## config.mk

```make
export PLATFORM = sky130hd
export DESIGN_NAME = cache_ctrl_flat
export DESIGN_NICKNAME = d
export VERILOG_FILES = /design/src/rtl/cache_ctrl_if.sv /design/src/rtl/cache_ctrl.sv /design/src/flat_wrapper.sv
export SDC_FILE = /design/constraint.sdc
export NUM_CORES = 1
export LEC_CHECK = 0
export CAP_MARGIN = 5
export CORE_ASPECT_RATIO = 1.1
export CORE_MARGIN = 4
export CORE_UTILIZATION = 30
export CTS_CLUSTER_DIAMETER = 200
export CTS_CLUSTER_SIZE = 12
export DETAILED_ROUTE_END_ITERATION = 8
export PLACE_DENSITY = 0.62
export SLEW_MARGIN = 10
export SYNTH_ARGS = -nofsm -noshare
export SYNTH_HDL_FRONTEND = slang
export SYNTH_SLANG_ARGS = --single-unit
```

## constraint.sdc

```tcl
create_clock -name clk -period 2 [get_ports clk]
set_clock_uncertainty 0.15 [all_clocks]
set_input_delay 0.3 -clock clk [delete_from_list [all_inputs] [get_ports clk]]
set_output_delay 0.3 -clock clk [all_outputs]
set_load 0.03 [all_outputs]
```

## src/rtl/cache_ctrl_if.sv

```systemverilog
// cache_ctrl_if: CPU, cache-array and memory signal bundle for cache_ctrl
interface cache_ctrl_if #(
  parameter int ADDR_WIDTH = 32,
  parameter int DATA_WIDTH = 32,
  parameter int NUMBER_OF_SETS = 1
);
  logic cpu_req;
  logic cpu_we;
  logic [ADDR_WIDTH-1:0] cpu_addr;
  logic [DATA_WIDTH-1:0] cpu_wdata;
  logic cpu_ready;
  logic cpu_done;
  logic [DATA_WIDTH-1:0] cpu_rdata;
  logic [ADDR_WIDTH-1:0] c_addr;
  logic c_cs;
  logic c_we;
  logic c_re;
  logic c_rpe;
  logic [NUMBER_OF_SETS-1:0] c_set_sel;
  logic [DATA_WIDTH-1:0] c_wdata;
  logic c_wdata_oe;
  logic [DATA_WIDTH-1:0] c_rdata;
  logic c_hit;
  logic mem_req;
  logic mem_we;
  logic [ADDR_WIDTH-1:0] mem_addr;
  logic [DATA_WIDTH-1:0] mem_wdata;
  logic [DATA_WIDTH-1:0] mem_rdata;
  logic mem_ack;
  modport master (
    input cpu_req, cpu_we, cpu_addr, cpu_wdata, c_rdata, c_hit, mem_rdata, mem_ack,
    output cpu_ready, cpu_done, cpu_rdata, c_addr, c_cs, c_we, c_re, c_rpe, c_set_sel,
    output c_wdata, c_wdata_oe, mem_req, mem_we, mem_addr, mem_wdata
  );
  modport slave (
    output cpu_req, cpu_we, cpu_addr, cpu_wdata, c_rdata, c_hit, mem_rdata, mem_ack,
    input cpu_ready, cpu_done, cpu_rdata, c_addr, c_cs, c_we, c_re, c_rpe, c_set_sel,
    input c_wdata, c_wdata_oe, mem_req, mem_we, mem_addr, mem_wdata
  );
endinterface

```

## src/rtl/cache_ctrl.sv

```systemverilog
// cache_ctrl: lookup/refill/write-through sequencer; store-miss allocate when CACHE_CTRL_WRITE_ALLOCATE_EN is defined
module cache_ctrl #(
  parameter int ADDR_WIDTH = 32,
  parameter int DATA_WIDTH = 32,
  parameter int NUMBER_OF_SETS = 1
) (
  input logic clk,
  input logic rst,
  cache_ctrl_if.master bus
);
`ifdef CACHE_CTRL_WRITE_ALLOCATE_EN
  localparam bit WA = 1'b1;
`else
  localparam bit WA = 1'b0;
`endif
  localparam int VW = NUMBER_OF_SETS > 1 ? $clog2(NUMBER_OF_SETS) : 1;
  typedef enum logic [2:0] {IDLE, LOOKUP, MEM_RD, MEM_WR, REFILL, DONE} state_t;
  state_t state_q, state_d;
  logic we_q, we_d, miss_q, miss_d;
  logic [ADDR_WIDTH-1:0] addr_q, addr_d;
  logic [DATA_WIDTH-1:0] wdata_q, wdata_d, refill_q, refill_d, rdata_q, rdata_d;
  logic [VW-1:0] victim_q, victim_d;
  always_comb begin
    state_d = state_q;
    we_d = we_q;
    miss_d = miss_q;
    addr_d = addr_q;
    wdata_d = wdata_q;
    refill_d = refill_q;
    rdata_d = rdata_q;
    victim_d = victim_q;
    case (state_q)
      IDLE: if (bus.cpu_req) begin
        we_d = bus.cpu_we;
        addr_d = bus.cpu_addr;
        wdata_d = bus.cpu_wdata;
        state_d = LOOKUP;
      end
      LOOKUP: if (we_q) begin
        miss_d = !bus.c_hit;
        state_d = MEM_WR;
      end else if (bus.c_hit) begin
        rdata_d = bus.c_rdata;
        state_d = DONE;
      end else begin
        state_d = MEM_RD;
      end
      MEM_RD: if (bus.mem_ack) begin
        refill_d = bus.mem_rdata;
        rdata_d = bus.mem_rdata;
        state_d = REFILL;
      end
      MEM_WR: if (bus.mem_ack) begin
        refill_d = wdata_q;
        state_d = (WA && miss_q) ? REFILL : DONE;
      end
      REFILL: begin
        victim_d = victim_q == VW'(NUMBER_OF_SETS - 1) ? '0 : victim_q + 1'b1;
        state_d = DONE;
      end
      default: state_d = IDLE;
    endcase
  end
  always_ff @(posedge clk) begin
    if (rst) begin
      state_q <= IDLE;
      we_q <= 1'b0;
      miss_q <= 1'b0;
      addr_q <= '0;
      wdata_q <= '0;
      refill_q <= '0;
      rdata_q <= '0;
      victim_q <= '0;
    end else begin
      state_q <= state_d;
      we_q <= we_d;
      miss_q <= miss_d;
      addr_q <= addr_d;
      wdata_q <= wdata_d;
      refill_q <= refill_d;
      rdata_q <= rdata_d;
      victim_q <= victim_d;
    end
  end
  assign bus.cpu_ready = state_q == IDLE;
  assign bus.cpu_done = state_q == DONE;
  assign bus.cpu_rdata = rdata_q;
  assign bus.c_addr = addr_q;
  assign bus.c_cs = state_q == LOOKUP || state_q == REFILL;
  assign bus.c_we = state_q == LOOKUP && we_q;
  assign bus.c_re = state_q == LOOKUP && !we_q;
  assign bus.c_rpe = state_q == REFILL;
  assign bus.c_set_sel = state_q == LOOKUP ? '1 :
                         state_q == REFILL ? NUMBER_OF_SETS'(1) << victim_q : '0;
  assign bus.c_wdata_oe = bus.c_we || bus.c_rpe;
  assign bus.c_wdata = bus.c_we ? wdata_q : bus.c_rpe ? refill_q : '0;
  assign bus.mem_req = state_q == MEM_RD || state_q == MEM_WR;
  assign bus.mem_we = state_q == MEM_WR;
  assign bus.mem_addr = bus.mem_req ? addr_q : '0;
  assign bus.mem_wdata = bus.mem_we ? wdata_q : '0;
endmodule
```

## src/flat_wrapper.sv

```systemverilog
// flat-port wrapper written by rule: the top's interface ports become plain ports
module cache_ctrl_flat 
#(
  parameter int ADDR_WIDTH = 32,
  parameter int DATA_WIDTH = 32,
  parameter int NUMBER_OF_SETS = 1
)
  (clk, rst, bus_cpu_req, bus_cpu_we, bus_cpu_addr, bus_cpu_wdata, bus_c_rdata, bus_c_hit, bus_mem_rdata, bus_mem_ack, bus_cpu_ready, bus_cpu_done, bus_cpu_rdata, bus_c_addr, bus_c_cs, bus_c_we, bus_c_re, bus_c_rpe, bus_c_set_sel, bus_c_wdata, bus_c_wdata_oe, bus_mem_req, bus_mem_we, bus_mem_addr, bus_mem_wdata);
  cache_ctrl_if #(.ADDR_WIDTH(ADDR_WIDTH), .DATA_WIDTH(DATA_WIDTH), .NUMBER_OF_SETS(NUMBER_OF_SETS)) bus_i ();
  input logic clk;
  input logic rst;
  input wire logic [$bits(bus_i.cpu_req)-1:0] bus_cpu_req;
  input wire logic [$bits(bus_i.cpu_we)-1:0] bus_cpu_we;
  input wire logic [$bits(bus_i.cpu_addr)-1:0] bus_cpu_addr;
  input wire logic [$bits(bus_i.cpu_wdata)-1:0] bus_cpu_wdata;
  input wire logic [$bits(bus_i.c_rdata)-1:0] bus_c_rdata;
  input wire logic [$bits(bus_i.c_hit)-1:0] bus_c_hit;
  input wire logic [$bits(bus_i.mem_rdata)-1:0] bus_mem_rdata;
  input wire logic [$bits(bus_i.mem_ack)-1:0] bus_mem_ack;
  output wire logic [$bits(bus_i.cpu_ready)-1:0] bus_cpu_ready;
  output wire logic [$bits(bus_i.cpu_done)-1:0] bus_cpu_done;
  output wire logic [$bits(bus_i.cpu_rdata)-1:0] bus_cpu_rdata;
  output wire logic [$bits(bus_i.c_addr)-1:0] bus_c_addr;
  output wire logic [$bits(bus_i.c_cs)-1:0] bus_c_cs;
  output wire logic [$bits(bus_i.c_we)-1:0] bus_c_we;
  output wire logic [$bits(bus_i.c_re)-1:0] bus_c_re;
  output wire logic [$bits(bus_i.c_rpe)-1:0] bus_c_rpe;
  output wire logic [$bits(bus_i.c_set_sel)-1:0] bus_c_set_sel;
  output wire logic [$bits(bus_i.c_wdata)-1:0] bus_c_wdata;
  output wire logic [$bits(bus_i.c_wdata_oe)-1:0] bus_c_wdata_oe;
  output wire logic [$bits(bus_i.mem_req)-1:0] bus_mem_req;
  output wire logic [$bits(bus_i.mem_we)-1:0] bus_mem_we;
  output wire logic [$bits(bus_i.mem_addr)-1:0] bus_mem_addr;
  output wire logic [$bits(bus_i.mem_wdata)-1:0] bus_mem_wdata;
  assign bus_i.cpu_req = bus_cpu_req;
  assign bus_i.cpu_we = bus_cpu_we;
  assign bus_i.cpu_addr = bus_cpu_addr;
  assign bus_i.cpu_wdata = bus_cpu_wdata;
  assign bus_i.c_rdata = bus_c_rdata;
  assign bus_i.c_hit = bus_c_hit;
  assign bus_i.mem_rdata = bus_mem_rdata;
  assign bus_i.mem_ack = bus_mem_ack;
  assign bus_cpu_ready = bus_i.cpu_ready;
  assign bus_cpu_done = bus_i.cpu_done;
  assign bus_cpu_rdata = bus_i.cpu_rdata;
  assign bus_c_addr = bus_i.c_addr;
  assign bus_c_cs = bus_i.c_cs;
  assign bus_c_we = bus_i.c_we;
  assign bus_c_re = bus_i.c_re;
  assign bus_c_rpe = bus_i.c_rpe;
  assign bus_c_set_sel = bus_i.c_set_sel;
  assign bus_c_wdata = bus_i.c_wdata;
  assign bus_c_wdata_oe = bus_i.c_wdata_oe;
  assign bus_mem_req = bus_i.mem_req;
  assign bus_mem_we = bus_i.mem_we;
  assign bus_mem_addr = bus_i.mem_addr;
  assign bus_mem_wdata = bus_i.mem_wdata;
  cache_ctrl #(.ADDR_WIDTH(ADDR_WIDTH), .DATA_WIDTH(DATA_WIDTH), .NUMBER_OF_SETS(NUMBER_OF_SETS)) u_core (.clk(clk), .rst(rst), .bus(bus_i));
endmodule
```

Word-level counts from Yosys, hierarchy flattened
Cells that the tools add are included.
- add/subtract/negate cells: 1
- equal/unequal tests: 10
- shift operators: 1
- multiplexer cells: 19
- reductions and logical operators: 13
- operators with widths (kind ; count):
    32-bit 2-to-1 mux ; 8
    32-bit case mux with 2 select lines ; 2
    3-bit 2-to-1 mux ; 5
    3-bit case mux with 5 select lines ; 1
    2-bit != test (second input constant) ; 5
    3-bit by 2-bit == test with 1-bit output (second input constant) ; 2
    3-bit == test (second input constant) ; 2
    3-bit AND reduction ; 2
    4-bit AND reduction ; 1
    2-bit nonzero test ; 2
    3-bit by 1-bit == test with 1-bit output (second input constant) ; 1
    3-bit zero test ; 1
    1-bit logical OR ; 3
    1-bit 2-to-1 mux ; 3
    1-bit logical AND ; 2
    2-bit AND reduction ; 1
    1-bit adder (second input constant) ; 1
    1-bit zero test ; 1
    1-bit by 1-bit << shifter with 1-bit output (first input constant) ; 1
- flip-flop bits (word level): 133
- input bits: 134
- output and inout bits: 170
- word-level logic and storage cells: 51

Logic depth before layout (Yosys ltp)
- depth in word-level cells: 3
- mapped depth: 6
- mapped depth without buffers: 3

Worst setup path after synthesis
OpenSTA, ideal clock, no wires.
- path type: flip-flop to output port
- start point: reg u_core.state_q[1]
- end point: out bus_mem_addr[22]
- arrival: 1614 ps
- data required time: 1550 ps
- path slack: -64 ps
- stages on the path, launching flop included: 6
- path buffers: 2
- cells stage by stage: dfxtp_1 -> buf_2 -> inv_1 -> nor2_1 -> clkbuf_1 -> and2_1
- cells in the longest elaborated chain, start to end: 3
- elaborated cells on any way between the ends: 4
- classes of those cells: eq/ne (2); mux (1); reduce/logical (1)
- RTL lines (what ; RTL line ; source):
    start, declared ; cache_ctrl.sv:18 ; state_t state_q, state_d;
    start signal, assigned ; cache_ctrl.sv:75 ; state_q <= state_d;
    3-bit by 2-bit == test with 1-bit output ; cache_ctrl.sv:97 ; assign bus.mem_req = state_q == MEM_RD || state_q == MEM_WR;
    1-bit logical OR (*) ; cache_ctrl.sv:97 ;
    via bus_mem_req ; flat_wrapper.sv:31 ; output wire logic [$bits(bus_i.mem_req)-1:0] bus_mem_req;
    32-bit 2-to-1 mux (*) ; cache_ctrl.sv:99 ; assign bus.mem_addr = bus.mem_req ? addr_q : '0;
    end, declared ; flat_wrapper.sv:33 ; output wire logic [$bits(bus_i.mem_addr)-1:0] bus_mem_addr;
The timed path passes the listed nets; every way through them passes the cells marked *.

Worst setup path in the final report
- start point: reg u_core.state_q[1]
- end point: out bus_c_wdata_oe
- cells in the longest elaborated chain, start to end: 3
- elaborated cells on any way between the ends: 4
- classes of those cells: eq/ne (2); reduce/logical (2)
- RTL lines (what ; RTL line ; source):
    3-bit by 1-bit == test with 1-bit output ; cache_ctrl.sv:90 ; assign bus.c_we = state_q == LOOKUP && we_q;
    1-bit logical AND ; cache_ctrl.sv:90 ;
    1-bit logical OR (*) ; cache_ctrl.sv:95 ; assign bus.c_wdata_oe = bus.c_we || bus.c_rpe;
    end, declared ; flat_wrapper.sv:30 ; output wire logic [$bits(bus_i.c_wdata_oe)-1:0] bus_c_wdata_oe;
Mark *: on every way between the ends. The rest lies on a longest branch, timed or not.

==> reports/qor.txt <==
outcome -> complete, but fails checks
failing checks -> negative setup slack
CP cell instances -> inv_2 -> buf_4 -> and3_4 -> buf_12 -> or2_2 -> buf_6
Slew headroom -> 76.31%
total power -> 9.838 mW
fin crit share -> 112.6%
total CTS buffers -> 17
f_max -> 444.2 MHz
CP max FO -> 13
GRT Residual Overflow -> 0
largest cells by area after synthesis -> dfxtp_1 42%, nand2_1 7.8%, a21oi_1 5.3%, and4b_1 5.1%, mux2i_1 5.1%
slew at the pin closest to its max-slew limit -> 0.3542 ns
Die Ht -> 159.7 um
Initial Util -> 30.50%
DR DRC count -> 0
largest area contributor in the netlist -> dfxtp_1
WS Path Type -> reg2out
GR Util All Layers -> 21.52%
first-pass GRT wire length -> 39.95 mm
number of I/O port buffers -> 303
Largest stage delay, worst path -> 0.36 ns
Ys Warns -> 0
unrepaired setup endpoints after global routing -> yes
Final Hold Viols -> 0
Pwr Density -> 908.6 nW/um2
Post-synth EDFFs -> 0
WL final -> 26.39 mm
slowest library cell on the worst path -> dfxtp_2
largest net degree at the start of global routing -> 66
IO Pins -> 304
leakage power -> 4.297 nW
Final Setup Violations -> 44
Worst-path clk slew -> 0.06 ns
Row Count -> 55
DR WL/cell -> 20.08 um
CTS tree -> yes
Root Driver -> clkbuf_16
core box area -> 20580 um2
CTS Hold Bufs -> 0
maxcap violations -> 0
delay-heaviest family, CP -> buffers and inverters
TritonCTS Sinks -> 132
Synth top area share -> 42.11%
Hold WS -> 0.06333 ns
chip width -> 145.9 um
fin cells -> 1314
placed insts -> 1261
post-DR vias/cell -> 5.052
Pins Over Slew Limit -> 0
antenna violations before repair -> 0
CP Buf/Inv Count -> 4
Gate power share -> 33.8%
htree depth -> 4
clock share of power -> 33.8%
final net count -> 1179
Req. time, crit path -> 1.55 ns
Final WS setup -> -0.2515 ns
clk_lat worst skew -> 0.41 ns
CP Launch Type -> register
share of layout cells above drive strength 1 -> 23.06%
switch share -> 33.09%
placer congestion estimate -> 0.7688
fin crit period -> 2.251 ns
DP HPWL -> 17.92 mm
Post-Syn Instances -> 733
Distinct cells, synth -> 36
1st-pass router iterations -> 5
share of power burned in registers -> 32.5%
Power Internal -> 6.583 mW
via count -> 6638
Syn Nets -> 867
Worst EP arrival -> 1.80 ns
mean area per synthesized cell -> 8.562 um2
CTS Buffer Depth -> 2
DR iter-0 viols -> 374
most common cell in the netlist -> dfxtp_1
mapped cell area -> 6276 um2
area delta synth->final -> 72.53%
FFs w/ async S/R, synth -> 0%
Synth Register Bits -> 132
pre-CTS setup slack -> -0.1532 ns
diode count -> 0
Post-synth top cells -> 132 x dfxtp_1, 131 x nand2_1, 67 x nor2_1, 66 x a21oi_1, 37 x nor3_1
Synth Flop Type -> dfxtp_1
maximum vdd drop -> 0.6147 mV
crit end category -> output pin
worst min path class -> in2reg
P_sw -> 3.255 mW
post-synthesis sequential area ratio -> 42.11%
vias in the first global route -> 6822
die area -> 23300 um2
Post-Route Utilization -> 52.62%
Post-DRT Antenna Nets -> 0
==> state kept, by name (all words and copies together), names as in the netlist <==
register and flops:
u_core.bus.c_addr 32, u_core.bus.cpu_rdata 32, u_core.refill_q 32, u_core.wdata_q 32
u_core.state_q 3, u_core.we_q 1
==> cells in the final DEF, fill, tap and decap left out, types with 2 or more instances in the layout <==
| cell | n |
|---|---|
| nor2_1 | 66 |
| nor3_2 | 2 |
| and4b_2 | 2 |
| a221oi_1 | 22 |
| and4b_1 | 30 |
| clkdlybuf4s50_1 | 195 |
| clkbuf_16 | 18 |
| a22o_1 | 29 |
| nor3b_4 | 2 |
| buf_8 | 8 |
| nor3_1 | 35 |
| nor2_4 | 2 |
| dfxtp_4 | 2 |
| clkinv_4 | 2 |
| a221oi_2 | 10 |
| mux2i_1 | 32 |
| buf_12 | 21 |
| a211oi_1 | 32 |
| buf_4 | 77 |
| o21ai_0 | 2 |
| buf_16 | 2 |
| inv_1 | 2 |
| buf_6 | 66 |
| bufinv_16 | 4 |
| nand2_1 | 131 |
| clkinv_2 | 4 |
| clkinvlp_4 | 2 |
| dfxtp_1 | 129 |
| a21oi_1 | 65 |
| a22o_4 | 3 |
| or2_2 | 2 |
| nand3b_1 | 2 |
| and2_1 | 32 |
==> metal layers <==
metal	global-route usage, %	wire [um]
met5	0	0
met4	5.613	588
met3	5.136	1527
met2	37.83	13270
met1	26.41	11010
==> worst paths after layout <==
check / cells after the start / slack (ns) / end / start
worst max-delay path: 6 / -0.25 / bus_c_wdata_oe / u_core.state_q[1]$_SDFFE_PP0P_
worst min-delay path: 2 / 0.06 / u_core.wdata_q[22]$_SDFFE_PP0P_ / rst
worst max register to register: 6 / 0.11 / u_core.bus.cpu_rdata[7]$_SDFFE_PP0P_ / u_core.state_q[0]$_SDFFE_PP0P_
worst min register to register: 2 / 0.32 / u_core.bus.c_addr[17]$_SDFFE_PP0P_ / u_core.bus.c_addr[17]$_SDFFE_PP0P_
==> power groups by stage <==
stage               logic [mW]  clock network (mW)  registers [mW]
global route              3.54                3.52            3.24
global placement          3.03                   0            3.24
finish                    3.32                3.32            3.19
floorplan                 1.35                   0            3.57
CTS                       3.21                3.39            3.19
detailed placement        3.05                   0            3.24
==> kinds of logic after synthesis <==
| family | synth area share [%] |
|---|---|
| simple gates | 25.82 |
| compound gates | 19.58 |
| flops | 42.11 |
| buf+inv | 7.257 |
| mux | 5.104 |
| xor+xnor | 0.1396 |
==> worst reg2reg max path: stages, from the launching register on <==
cell and delay [ns]:
dfxtp_4 0.36, buf_4 0.16, buf_4 0.16, nor3b_4 0.23
buf_4 0.30, mux2i_1 0.29, a221oi_1 0.11
==> stage by stage <==
| stage | setup TNS [ns] | instance area [um2] |
|---|---|---|
| 2_1_floorplan | 0 | 6277 |
| 3_3_place_gp | -11.97 | 9544 |
| 3_5_place_dp | -13.40 | 9544 |
| 4_1_cts | -12.91 | 10570 |
| 5_1_grt | -11.15 | 10830 |
| 6_report | -8.132 | 10830 |
==> timing repair <==
| item | 4_1_cts | 5_1_grt |
|---|---|---|
| gates cloned | 2 | 2 |
| pin swaps | 33 | 6 |
| gates resized for setup | 77 | 36 |
| setup endpoints to repair | 103 | 165 |
| buffers inserted | 9 | 8 |
==> layout make-up <==
cell class                      count  area, um2
Clock inverter                     13      181.4
Timing Repair Buffer              372       3911
Multi-Input combinational cell    519       3309
Tap cell                          256      320.3
Fill cell                        1942       9748
Sequential cell                   132       2651
Inverter                            3      11.26
Clock buffer                       19      442.9
Note: power is estimated with default switching activity, not from simulation.
